`src/rtl/hazard_pkg.sv`:
```
// hazard_pkg: shared state encoding and next-PC select codes for the pipeline hazard controller.
package hazard_pkg;
    localparam logic [1:0] ST_RUN     = 2'd0;
    localparam logic [1:0] ST_STALL2  = 2'd1;
    localparam logic [1:0] ST_HALT    = 2'd2;
    localparam logic [1:0] PC_SEL_SEQ = 2'b00;
    localparam logic [1:0] PC_SEL_BR  = 2'b01;
    localparam logic [1:0] PC_SEL_JMP = 2'b10;
endpackage

```
`src/rtl/hazard_detect.sv`:
```
// hazard_detect: stall depth needed by the instruction in ID (0, 1 or 2 cycles).
module hazard_detect
    import hazard_pkg::*;
#(
    parameter int REG_ADDR_W = 5
) (
    input  logic [REG_ADDR_W-1:0] id_rs,
    input  logic [REG_ADDR_W-1:0] id_rt,
    input  logic                  id_branch,
    input  logic [REG_ADDR_W-1:0] ex_rd,
    input  logic                  ex_reg_write,
    input  logic                  ex_mem_read,
    input  logic [REG_ADDR_W-1:0] mem_rd,
    input  logic                  mem_mem_read,
    output logic [1:0]            need
);
    logic ex_match;
    logic mem_match;
    always_comb begin
        ex_match  = (ex_rd != '0) && (ex_rd == id_rs || ex_rd == id_rt);
        mem_match = (mem_rd != '0) && (mem_rd == id_rs || mem_rd == id_rt);
        // A branch compares in ID, so it must wait for ALU results too, and for loads until WB-forwardable.
        need = (id_branch && ex_mem_read && ex_match) ? 2'd2 :
               ((id_branch && ((ex_reg_write && !ex_mem_read && ex_match) || (mem_mem_read && mem_match))) ||
                (!id_branch && ex_mem_read && ex_match)) ? 2'd1 : 2'd0;
    end
endmodule

```
`src/rtl/pipeline_hazard_ctrl.sv`:
```
// pipeline_hazard_ctrl: PC/IF-ID/ID-EX sequencing with load-use and branch-operand stalls.
// Define HAZARD_PERF_CNT_EN to add stall_cycles/flush_count performance counters.
module pipeline_hazard_ctrl
    import hazard_pkg::*;
#(
    parameter int REG_ADDR_W = 5
) (
    input  logic                  clk,
    input  logic                  rst,
    input  logic                  ext_stall,
    input  logic [REG_ADDR_W-1:0] id_rs,
    input  logic [REG_ADDR_W-1:0] id_rt,
    input  logic                  id_branch,
    input  logic                  id_jump,
    input  logic                  id_halt,
    input  logic                  branch_eq,
    input  logic [REG_ADDR_W-1:0] ex_rd,
    input  logic                  ex_reg_write,
    input  logic                  ex_mem_read,
    input  logic [REG_ADDR_W-1:0] mem_rd,
    input  logic                  mem_mem_read,
    output logic                  pc_ld,
    output logic [1:0]            pc_sel,
    output logic                  ifid_ld,
    output logic                  ifid_flush,
    output logic                  idex_bubble,
    output logic                  pipe_freeze,
    output logic                  halted
`ifdef HAZARD_PERF_CNT_EN
    ,
    output logic [31:0]           stall_cycles,
    output logic [31:0]           flush_count
`endif
);
    logic [1:0] state_q, state_d;
    logic [1:0] need;
    logic       stall_cyc;

    hazard_detect #(.REG_ADDR_W(REG_ADDR_W)) u_detect (
        .id_rs(id_rs), .id_rt(id_rt), .id_branch(id_branch),
        .ex_rd(ex_rd), .ex_reg_write(ex_reg_write), .ex_mem_read(ex_mem_read),
        .mem_rd(mem_rd), .mem_mem_read(mem_mem_read), .need(need)
    );

    always_comb begin
        state_d     = state_q;
        pc_ld       = 1'b0;
        pc_sel      = PC_SEL_SEQ;
        ifid_ld     = 1'b0;
        ifid_flush  = 1'b0;
        idex_bubble = 1'b1;
        pipe_freeze = 1'b0;
        halted      = rst && state_q == ST_HALT;
        stall_cyc   = 1'b0;
        if (!rst) begin
            state_d = ST_RUN;
        end else if (ext_stall) begin
            idex_bubble = 1'b0;
            pipe_freeze = 1'b1;
        end else if (state_q == ST_HALT) begin
            state_d = ST_HALT;
        end else if (state_q == ST_STALL2 || need != 2'd0) begin
            stall_cyc = 1'b1;
            state_d   = (state_q == ST_RUN && need == 2'd2) ? ST_STALL2 : ST_RUN;
        end else if (id_halt) begin
            state_d = ST_HALT;
        end else begin
            pc_ld       = 1'b1;
            ifid_ld     = 1'b1;
            idex_bubble = 1'b0;
            ifid_flush  = (id_branch && branch_eq) || id_jump;
            pc_sel      = (id_branch && branch_eq) ? PC_SEL_BR : id_jump ? PC_SEL_JMP : PC_SEL_SEQ;
        end
    end

    always_ff @(posedge clk or negedge rst) begin
        if (!rst) state_q <= ST_RUN;
        else      state_q <= state_d;
    end

`ifdef HAZARD_PERF_CNT_EN
    logic [31:0] stall_cycles_q, stall_cycles_d;
    logic [31:0] flush_count_q, flush_count_d;
    always_comb begin
        stall_cycles_d = stall_cycles_q + (stall_cyc ? 32'd1 : 32'd0);
        flush_count_d  = flush_count_q + (ifid_flush ? 32'd1 : 32'd0);
    end
    always_ff @(posedge clk or negedge rst) begin
        if (!rst) begin
            stall_cycles_q <= '0;
            flush_count_q  <= '0;
        end else begin
            stall_cycles_q <= stall_cycles_d;
            flush_count_q  <= flush_count_d;
        end
    end
    assign stall_cycles = stall_cycles_q;
    assign flush_count  = flush_count_q;
`endif
endmodule
```
`config.mk`:
```
export PLATFORM = sky130hd
export DESIGN_NAME = pipeline_hazard_ctrl
export DESIGN_NICKNAME = d
export VERILOG_FILES = /design/src/rtl/hazard_pkg.sv /design/src/rtl/hazard_detect.sv /design/src/rtl/pipeline_hazard_ctrl.sv
export SDC_FILE = /design/constraint.sdc
export NUM_CORES = 1
export LEC_CHECK = 0
export ABC_AREA = 1
export CAP_MARGIN = 40
export CORE_AREA = 2 2 44 46
export CTS_CLUSTER_SIZE = 30
export DETAILED_ROUTE_END_ITERATION = 7
export DIE_AREA = 0 0 46 48
export MAX_ROUTING_LAYER = met4
export PLACE_DENSITY = 0.74
export SYNTH_ARGS = -nofsm -noshare
export SYNTH_HDL_FRONTEND = slang
export SYNTH_SLANG_ARGS = --single-unit
export TNS_END_PERCENT = 100
```
`constraint.sdc`:
```
create_clock -name clk -period 1.5 [get_ports clk]
set_input_delay 0.225 -clock clk [delete_from_list [all_inputs] [get_ports clk]]
set_output_delay 0.225 -clock clk [all_outputs]
set_load 0.01 [all_outputs]
```
# [Yosys cells after proc, flatten, opt, wreduce, memory -nomap -nowiden]
# Cells that the tools add are included.
[word_totals] reg_bits=2 in_bits=30 out_inout_bits=8 word_cells=68
[op_classes] n_eq_ne=9 mux=32 n_reduce_logical=26
[op_table] op="two-way mux 2 bit" n=13
[op_table] op="== test 5 bit" n=4
[op_table] op="two-way mux 1 bit" n=19
[op_table] op="logical AND 1 bit" n=13
[op_table] op="nonzero test 5 bit" n=2
[op_table] op="logical OR 1 bit" n=6
[op_table] op="== test 2 bit, second input constant" n=2
[op_table] op="!= test 4 x 1 -> 1 bit, second input constant" n=1
[op_table] op="== test 2 x 1 -> 1 bit, second input constant" n=1
[op_table] op="logical NOT 1 bit" n=2
[op_table] op="logical NOT 2 bit" n=1
[op_table] op="!= test 2 bit, second input constant" n=1
[op_table] op="AND reduction 2 bit" n=1
[op_table] op="nonzero test 2 bit" n=1

# [Logic depth before layout (Yosys ltp)]
# Gate-level depths: netlist of run 1.
[depth] ltp_word=16 ltp_mapped=13 mapped_depth_nobuf=13

# [Hierarchy]
# Synthesis of run 1 repeated with hierarchy kept, for this count alone.
[hier_totals] hier_cells=130 area_unflattened_um2=640.6
[by_module_without_submodules] mod="hazard_detect" instances=1 cells_each=86 area_per_inst_um2=389.1 seq_area_each_um2=0.0
[by_module_without_submodules] mod="pipeline_hazard_ctrl" instances=1 cells_each=44 area_per_inst_um2=251.5 seq_area_each_um2=50.0

# [Least setup slack after synthesis of run 1]
# Ideal clock, no wire load.
[synth_timing] path_type="reg2out" start="reg state_q[1]" end="out pc_ld" arrival_time_ns=1.179 t_required_ns=1.275 setup_slack_ns=0.096 path_stages_with_launch=7 n_path_buf=1 cell_sequence="dfrtp_1 -> inv_1 -> nor2_1 -> nor3_1 -> nand4_2 -> inv_1 -> buf_4"
[synth_via] elab_chain_len=6 elab_cells_between_ends=7 classes_between="eq/ne: 2; mux: 4; reduce/logical: 1"
[synth_lines] element="start, declared" line_no="pipeline_hazard_ctrl.sv:35" source="logic [1:0] state_q, state_d;"
[synth_lines] element="start signal, assigned" line_no="pipeline_hazard_ctrl.sv:78" source="else state_q <= state_d;"
[synth_lines] element="== test 2 x 1 -> 1 bit" line_no="pipeline_hazard_ctrl.sv:62" source="end else if (state_q == ST_STALL2 || need != 2'd0) begin"
[synth_lines] element="logical OR 1 bit" line_no="pipeline_hazard_ctrl.sv:62"
[synth_lines] element="two-way mux 1 bit"
[synth_lines] element="two-way mux 1 bit * (3 in series)"
[synth_lines] element="end, declared" line_no="pipeline_hazard_ctrl.sv:22" source="output logic pc_ld,"
# Every way passes the cells marked *; elsewhere a longest branch is shown, timed or not.

# [Final worst setup path of run 1]
[layout_timing] start="reg state_q[1]" end="out pc_sel[1]"
[layout_via] elab_chain_len=6 elab_cells_between_ends=7 classes_between="eq/ne: 2; mux: 4; reduce/logical: 1"
[layout_lines] element="== test 2 x 1 -> 1 bit" line_no="pipeline_hazard_ctrl.sv:62"
[layout_lines] element="logical OR 1 bit" line_no="pipeline_hazard_ctrl.sv:62"
[layout_lines] element="two-way mux 2 bit" line_no="pipeline_hazard_ctrl.sv:62"
[layout_lines] element="two-way mux 2 bit *" line_no="pipeline_hazard_ctrl.sv:60" source="end else if (state_q == ST_HALT) begin"
[layout_lines] element="two-way mux 2 bit *" line_no="pipeline_hazard_ctrl.sv:57" source="end else if (ext_stall) begin"
[layout_lines] element="two-way mux 2 bit *" line_no="pipeline_hazard_ctrl.sv:55" source="if (!rst) begin"
[layout_lines] element="end, declared" line_no="pipeline_hazard_ctrl.sv:23" source="output logic [1:0] pc_sel,"
# Marks and branches as above.

==> results of run 1 <==
-- cell usage after synthesis --
master   count  share of area, %
a21oi_1      1              0.83
nand3_2      2               3.3
buf_4        1               1.2
nand3_1      6               5.0
nand2_4      1               1.9
nand2_2      3               3.1
nor3_1       3               2.5
nand2_1     39                24
o21ai_2      1               1.5
dfrtp_1      2               8.3
xor2_1       6               8.7
nor3_2       1               1.7
nor2_1      17                11
inv_1       22                14
o31ai_1      1               1.2
o21ai_1      1              0.83
inv_2        4               2.5
nand4_2      1               2.1
nand4_1      1               1.0
xnor2_1      4               5.8
-- power breakdown --
part / leakage (µW) / total, µW / switching (µW) / internal, µW
logic: 0.000671 / 337 / 156 / 181
registers: 0.0000261 / 61.7 / 3.19 / 58.5
clock network: 0.0000138 / 117 / 28.6 / 88.1
-- worst min-delay path, cell delays in order --
cell            delay, ns
dlymetal6s2s_1       0.14
buf_4                0.15
nand2_1              0.06
o21ai_1              0.06
-- through the flow --
step / instance area, µm² / setup slack (ns) / setup TNS [ns] / utilization [%]
floorplan: 603.1 / 0.09629 / 0 / -
global placement: 1070 / -0.8847 / -6.480 / 63.33
detailed placement: 1070 / -0.9260 / -6.767 / 63.33
CTS: 1097 / -0.1593 / -0.5310 / 64.96
global route: 1235 / -0.1713 / -1.017 / 73.11
finish: 1235 / -0.09643 / -0.3850 / 73.11
-- path summary, 6_finish.rpt --
path / end / slack [ns] / start / depth (start not counted)
max in group asynchronous: state_q[1]$_DFFE_PN0P_ / 0.86 / rst / 3
setup / recovery: pc_sel[1] / -0.1 / state_q[1]$_DFFE_PN0P_ / 8
hold / removal: state_q[0]$_DFFE_PN0P_ / 0.45 / rst / 4
hold reg to reg: state_q[0]$_DFFE_PN0P_ / 0.63 / state_q[0]$_DFFE_PN0P_ / 2
min in group asynchronous: state_q[0]$_DFFE_PN0P_ / 0.51 / rst / 3
setup reg to reg: state_q[0]$_DFFE_PN0P_ / 0.09 / state_q[1]$_DFFE_PN0P_ / 10
-- layout make-up --
cell class | instances | area, µm² | share of cell area [%]
clock buffers | 3 | 22.52 | 1.824
inverters | 26 | 102.6 | 8.308
multi-input cells | 88 | 564.3 | 45.69
flip-flops and latches | 2 | 50.05 | 4.053
well taps | 17 | 21.27 | 1.722
repair buffers | 52 | 474.2 | 38.40
-- metal layers --
metal / vias up / global-route usage [%] / share of wire, %
met5: - / - / 0
met4: 0 / 0 / 0.49
met3: 2 / 2.642 / 2.7
met2: 15 / 36.39 / 55
met1: 374 / 19.07 / 41
li1: 455 / - / -
-- cell families (layout without fill, tap and decap cells) --
kind of cell	after synthesis	in the layout	synth area share, %
simple gates	74	74	55.39
buf+inv	27	81	17.43
xor+xnor	10	10	14.52
compound gates	4	4	4.356
flops	2	2	8.299
-- what timing repair did --
item,4_1_cts,5_1_grt
setup buffers,1,2
gates cloned,0,0
resized for setup,144,33
pin swaps,29,30
hold buffers,0,1
endpoints found under the setup margin,10,8
endpoints found under the hold margin,0,2
==> results.md, run 1 <==
* Outcome: complete, but fails checks
* Failing checks: negative setup slack
* Hold Slack at 0.4471 ns
* Longest Clk Path Bufs at 2
* Min-Delay Path Class: in2reg
* Drt pass-1 iters at 2
* IO Count at 38
* DRC errors left at 0
* Register with the most flip-flops: state_q
* CTS tree: built
* Share of layout cells above drive strength 1 at 47.37%
* Fin cells at 188
* Latest clock arrival within the worst-skew pair at 0.22 ns
* # diodes at 0
* Global Route Usage Sum at 17.91%
* Setup crit end kind: output port
* Rel. slew slack at 85.28%
* Pwr Density at 417.0 nW/µm²
* Via count at 846
* Syn Inst Count at 117
* Syn_nets at 147
* Number of max-cap violations at 0
* Number of vias per cell at 4.500
* Worst-Margin Slew at 0.2201 ns
* Critical path type: reg2out
* RePlAce Congestion at 0.8251
* Pin count of the biggest net entering global routing at 6
* Fmax at 0.6264 GHz
* Initial drt markers at 6
* Post-Syn Area at 603.1 µm²
* H-tree depth at 1
* Initial antenna violation count at 0
* CORE AREA at 1689 µm²
* Commonest non-fill, non-tap cell in the layout: nand2_1
* Final Cycle Share at 106.4%
* # nets final at 203
* Die area at 2208 µm²
* Leak at 0.0007112 µW
* Cell Count Post-Placement at 181
* Final hold violations at 0
* CTS Root Cell: clkbuf_4
* Vias in the first global route at 725
* Skew final at 0.004691 ns
* Total power at 514.9 µW
* Worst Path Max Fanout at 4
* Critical Path RT at 1.27 ns
* Row count at 15
* Most frequent cells in the layout: nand2_1, inv_1, buf_6, buf_4, nor2_1
* Worst setup SP type: flip-flop
* Critical Path, Cell by Cell: inv_2 -> buf_4 -> nand2_2 -> nand2_2 -> inv_4 -> nand4_4 -> nor3_2 -> buf_2
* Slew Limit Fails at 0
* Detailed placement HPWL at 1514 µm
* Worst path arrival time at 1.37 ns
* Initial Util at 35.70%
* RSZ-0062 raised after global routing: yes
* Num CTS Buffers at 3
* Maximum vdd drop at 439.9 µV
* GRT overflow at 0
* Yosys warns at 0
* Filler cell count at 127
* Max reg flops at 2
* Die width at 46 µm
* Routed wire length at 2030 µm
* Global-route wire length before repair at 2822 µm
* Max incr delay on CP at 0.35 ns
* Port buffer count at 37
* Clk slew on worst S/H paths at 0.03 ns
* #FFs+latches synth at 2
* Die height at 48 µm
* Post-synth cell types at 20
* Setup slack after layout at -0.09643 ns
* Most common cell on crit path: nand2_2
* Routed WL per cell at 10.80 µm
* Endpoints failing setup at 6
* CP delay by family, top: buffers and inverters
* CTS Sinks at 2
* Post-route ant nets at 0
* Layout area overhead at 104.8%
* Biggest regs: state_q (2)
* Sequential area share after synthesis at 8.299%
* CP max stage cell: dfrtp_1
* Avg Cell Area, Syn at 5.155 µm²
* CP bufs+invs at 4
* Final Critical Period at 1.596 ns
No activity file was read; power rests on OpenSTA's default activity.
==> inputs of run 2 (changes only) <==
Settings changed: CTS_CLUSTER_DIAMETER from default to 50.
==> results of run 2 <==
No change in the layout: final DEF, timing and power equal those of run 1.
==> inputs of run 3 (changes only) <==
Settings changed: SKIP_CTS_REPAIR_TIMING from default to 1.
==> run 3 against run 2 <==
The flow still finishes with violations (negative setup slack). Cell area fell by 11%. Core utilization shrank 8.0 points. Clock power is essentially flat. Power fell by 12%. Routed wire length decreased by 12%. Maximum frequency shrank 0.52%. Worst setup slack worse by 0.0084 ns. First-iteration DRC count is 17% lower. Die area did not move. Critical endpoint is now ifid_flush. Largest power group unchanged. Highest routed layer is now met3.
==> results.md, run 3 (synthesized netlist as in run 1, its figures left out) <==
* Biggest regs: state_q (2)
* Cell Count Post-Placement at 181 (unchanged)
* Pin count of the biggest net entering global routing at 6 (unchanged)
* Max incr delay on CP at 0.51 ns (+0.16 ns)
* Hold path depth at 4 (unchanged)
* Total power at 452.5 µW (-12%)
* Max reg flops at 2 (unchanged)
* Register with the most flip-flops: state_q
* Die width at 46 µm (unchanged)
* Leak at 0.0007333 µW (+3.1%)
* CORE AREA at 1689 µm² (unchanged)
* Clk slew on worst S/H paths at 0.03 ns (about the same)
* Failing checks: negative setup slack
* Worst Path Max Fanout at 4 (unchanged)
* Num CTS Buffers at 3 (unchanged)
* # diodes at 0 (unchanged)
* Die height at 48 µm (unchanged)
* IO Count at 38 (unchanged)
* Min-Delay Path Class: in2reg
* Critical register-to-register path startpoint: state_q[0]$_DFFE_PN0P_
* Skew final at 0.005082 ns (+0.0003911 ns)
* Share of layout cells above drive strength 1 at 33.93% (-13 points)
* Initial drt markers at 5 (-1)
* Post-route ant nets at 0 (unchanged)
* Detailed placement HPWL at 1514 µm (unchanged)
* Setup slack after layout at -0.1049 ns (-0.008419 ns)
* Row count at 15 (unchanged)
* Worst R2R Setup Slack at 0.20 ns (+0.11 ns)
* Worst path arrival time at 1.38 ns (about the same)
* Final Critical Period at 1.605 ns (+0.008419 ns)
* H-tree depth at 1 (unchanged)
* CTS Sinks at 2 (unchanged)
* Outcome: complete, but fails checks
* Rel. slew slack at 86.70% (+1.4 points)
* Vias in the first global route at 669 (-7.7%)
* Worst-Margin Slew at 0.1988 ns (-0.02124 ns)
* Critical Path, Cell by Cell: clkdlybuf4s50_1 -> nor2_1 -> nand3_2 -> nand2_2 -> nand2_4 -> nand4_4 -> a21oi_1 -> buf_2
* Routed WL per cell at 9.697 µm (-10%)
* Worst setup SP type: input port
* Number of max-cap violations at 0 (unchanged)
* Hold Crit Start: rst
* Commonest non-fill, non-tap cell in the layout: nand2_1
* Final Cycle Share at 107.0% (+0.56 points)
* Longest Clk Path Bufs at 2 (unchanged)
* Setup_tns at -0.4427 ns (-0.05771 ns)
* Placed cell areas at 1070 µm² (unchanged)
* Initial antenna violation count at 0 (unchanged)
* Crit path from: ex_mem_read
* DP Worst Slack at -0.9260 ns (unchanged)
* RSZ-0062 raised after global routing: yes
* Via count at 809 (-4.4%)
* Pwr Density at 411.5 nW/µm² (-1.3%)
* Reg2Reg Capture Point: state_q[1]$_DFFE_PN0P_
* Most frequent cells in the layout: nand2_1, inv_1, nor2_1, clkbuf_2, buf_4
* Maximum vdd drop at 439.9 µV (about the same)
* Drt pass-1 iters at 2 (unchanged)
* # nets final at 200 (-1.5%)
* GRT overflow at 0 (unchanged)
* Initial Util at 35.70% (unchanged)
* CTS Root Cell: clkbuf_4
* Critical path type: in2out
* Port buffer count at 37 (unchanged)
* Layout area overhead at 82.36%
* Routed wire length at 1794 µm (-12%)
* Number of vias per cell at 4.373 (-2.8%)
* Hold EP: state_q[0]$_DFFE_PN0P_
* Final hold violations at 0 (unchanged)
* Latest clock arrival within the worst-skew pair at 0.23 ns (about the same)
* CTS tree: built
* Critical Path RT at 1.27 ns (about the same)
* DRC errors left at 0 (unchanged)
* Post-route cell area at 1100 µm² (-11%)
* Worst-case reg-to-reg path depth at 8 (-2)
* RePlAce Congestion at 0.8251 (unchanged)
* Global-route wire length before repair at 2456 µm (-13%)
* CP max stage cell: clkdlybuf4s50_1
* Fin cells at 185 (-1.6%)
* Die area at 2208 µm² (unchanged)
* Fmax at 0.6231 GHz (-0.52%)
* Setup crit end kind: output port
* Global Route Usage Sum at 15.34% (-2.6 points)
* Endpoints failing setup at 6 (unchanged)
* Slew Limit Fails at 0 (unchanged)
-- run 3: cell types whose count changed in the layout (fill, tap and decap cells not counted), moves of 3 or more --
cell,previous run,this run
buf_2,7,4
buf_4,15,11
buf_6,17,2
clkbuf_2,0,13
clkdlybuf4s50_1,4,8
dlygate4sd2_1,4,0
dlymetal6s2s_1,2,10
nand2_1,35,39
nand2_2,6,2
nor2_1,10,14
-- run 3: cell type report --
type                    instances  area, µm²
inverters                      26      97.59
well taps                      17      21.27
clock buffers                   3      22.52
fillers                       157      589.3
flip-flops and latches          2      50.05
multi-input cells              88      503.0
repair buffers                 49      405.4
-- run 3: worst max path at each step --
| stage | to | slack (ns) | depth (start not counted) |
|---|---|---|---|
| after floorplan | pc_ld | 0.1 | 6 |
| after detailed placement | pc_sel[1] | -0.93 | 9 |
| final | ifid_flush | -0.10 | 8 |
| after global placement | ifid_flush | -0.88 | 9 |
| after CTS | ifid_flush | -0.92 | 9 |
| after global routing | idex_bubble | -0.20 | 8 |
-- run 3: metal layers --
layer | GRT usage, % | routed length [µm] | vias up | share of wire, %
met2 | 27.78 | 949 | 15 | 53
met5 | - | 0 | - | 0
met3 | 3.774 | 73 | 0 | 4.1
met4 | 1.714 | 0 | 0 | 0
li1 | - | - | 453 | -
met1 | 17.48 | 772 | 341 | 43
-- run 3: where the power goes --
part	total [µW]	internal [µW]	switching [µW]
logic	273	140	133
clock network	119	88.2	30.8
registers	60.9	58.5	2.46
total	453	287	166
-- run 3: critical path: cells and delay by family --
kind | cells | cell delay, ns
buf+inv | 2 | 0.65
compound gates | 1 | 0.13
simple gates | 5 | 0.37
-- run 3: per-stage QoR --
step                      util [%]  hold slack [ns]
after detailed placement     63.33           0.5241
after global placement       63.33           0.5243
after global routing         65.11           0.4646
after CTS                    64.67           0.2894
after floorplan                  -         -0.07059
final                        65.11           0.4474
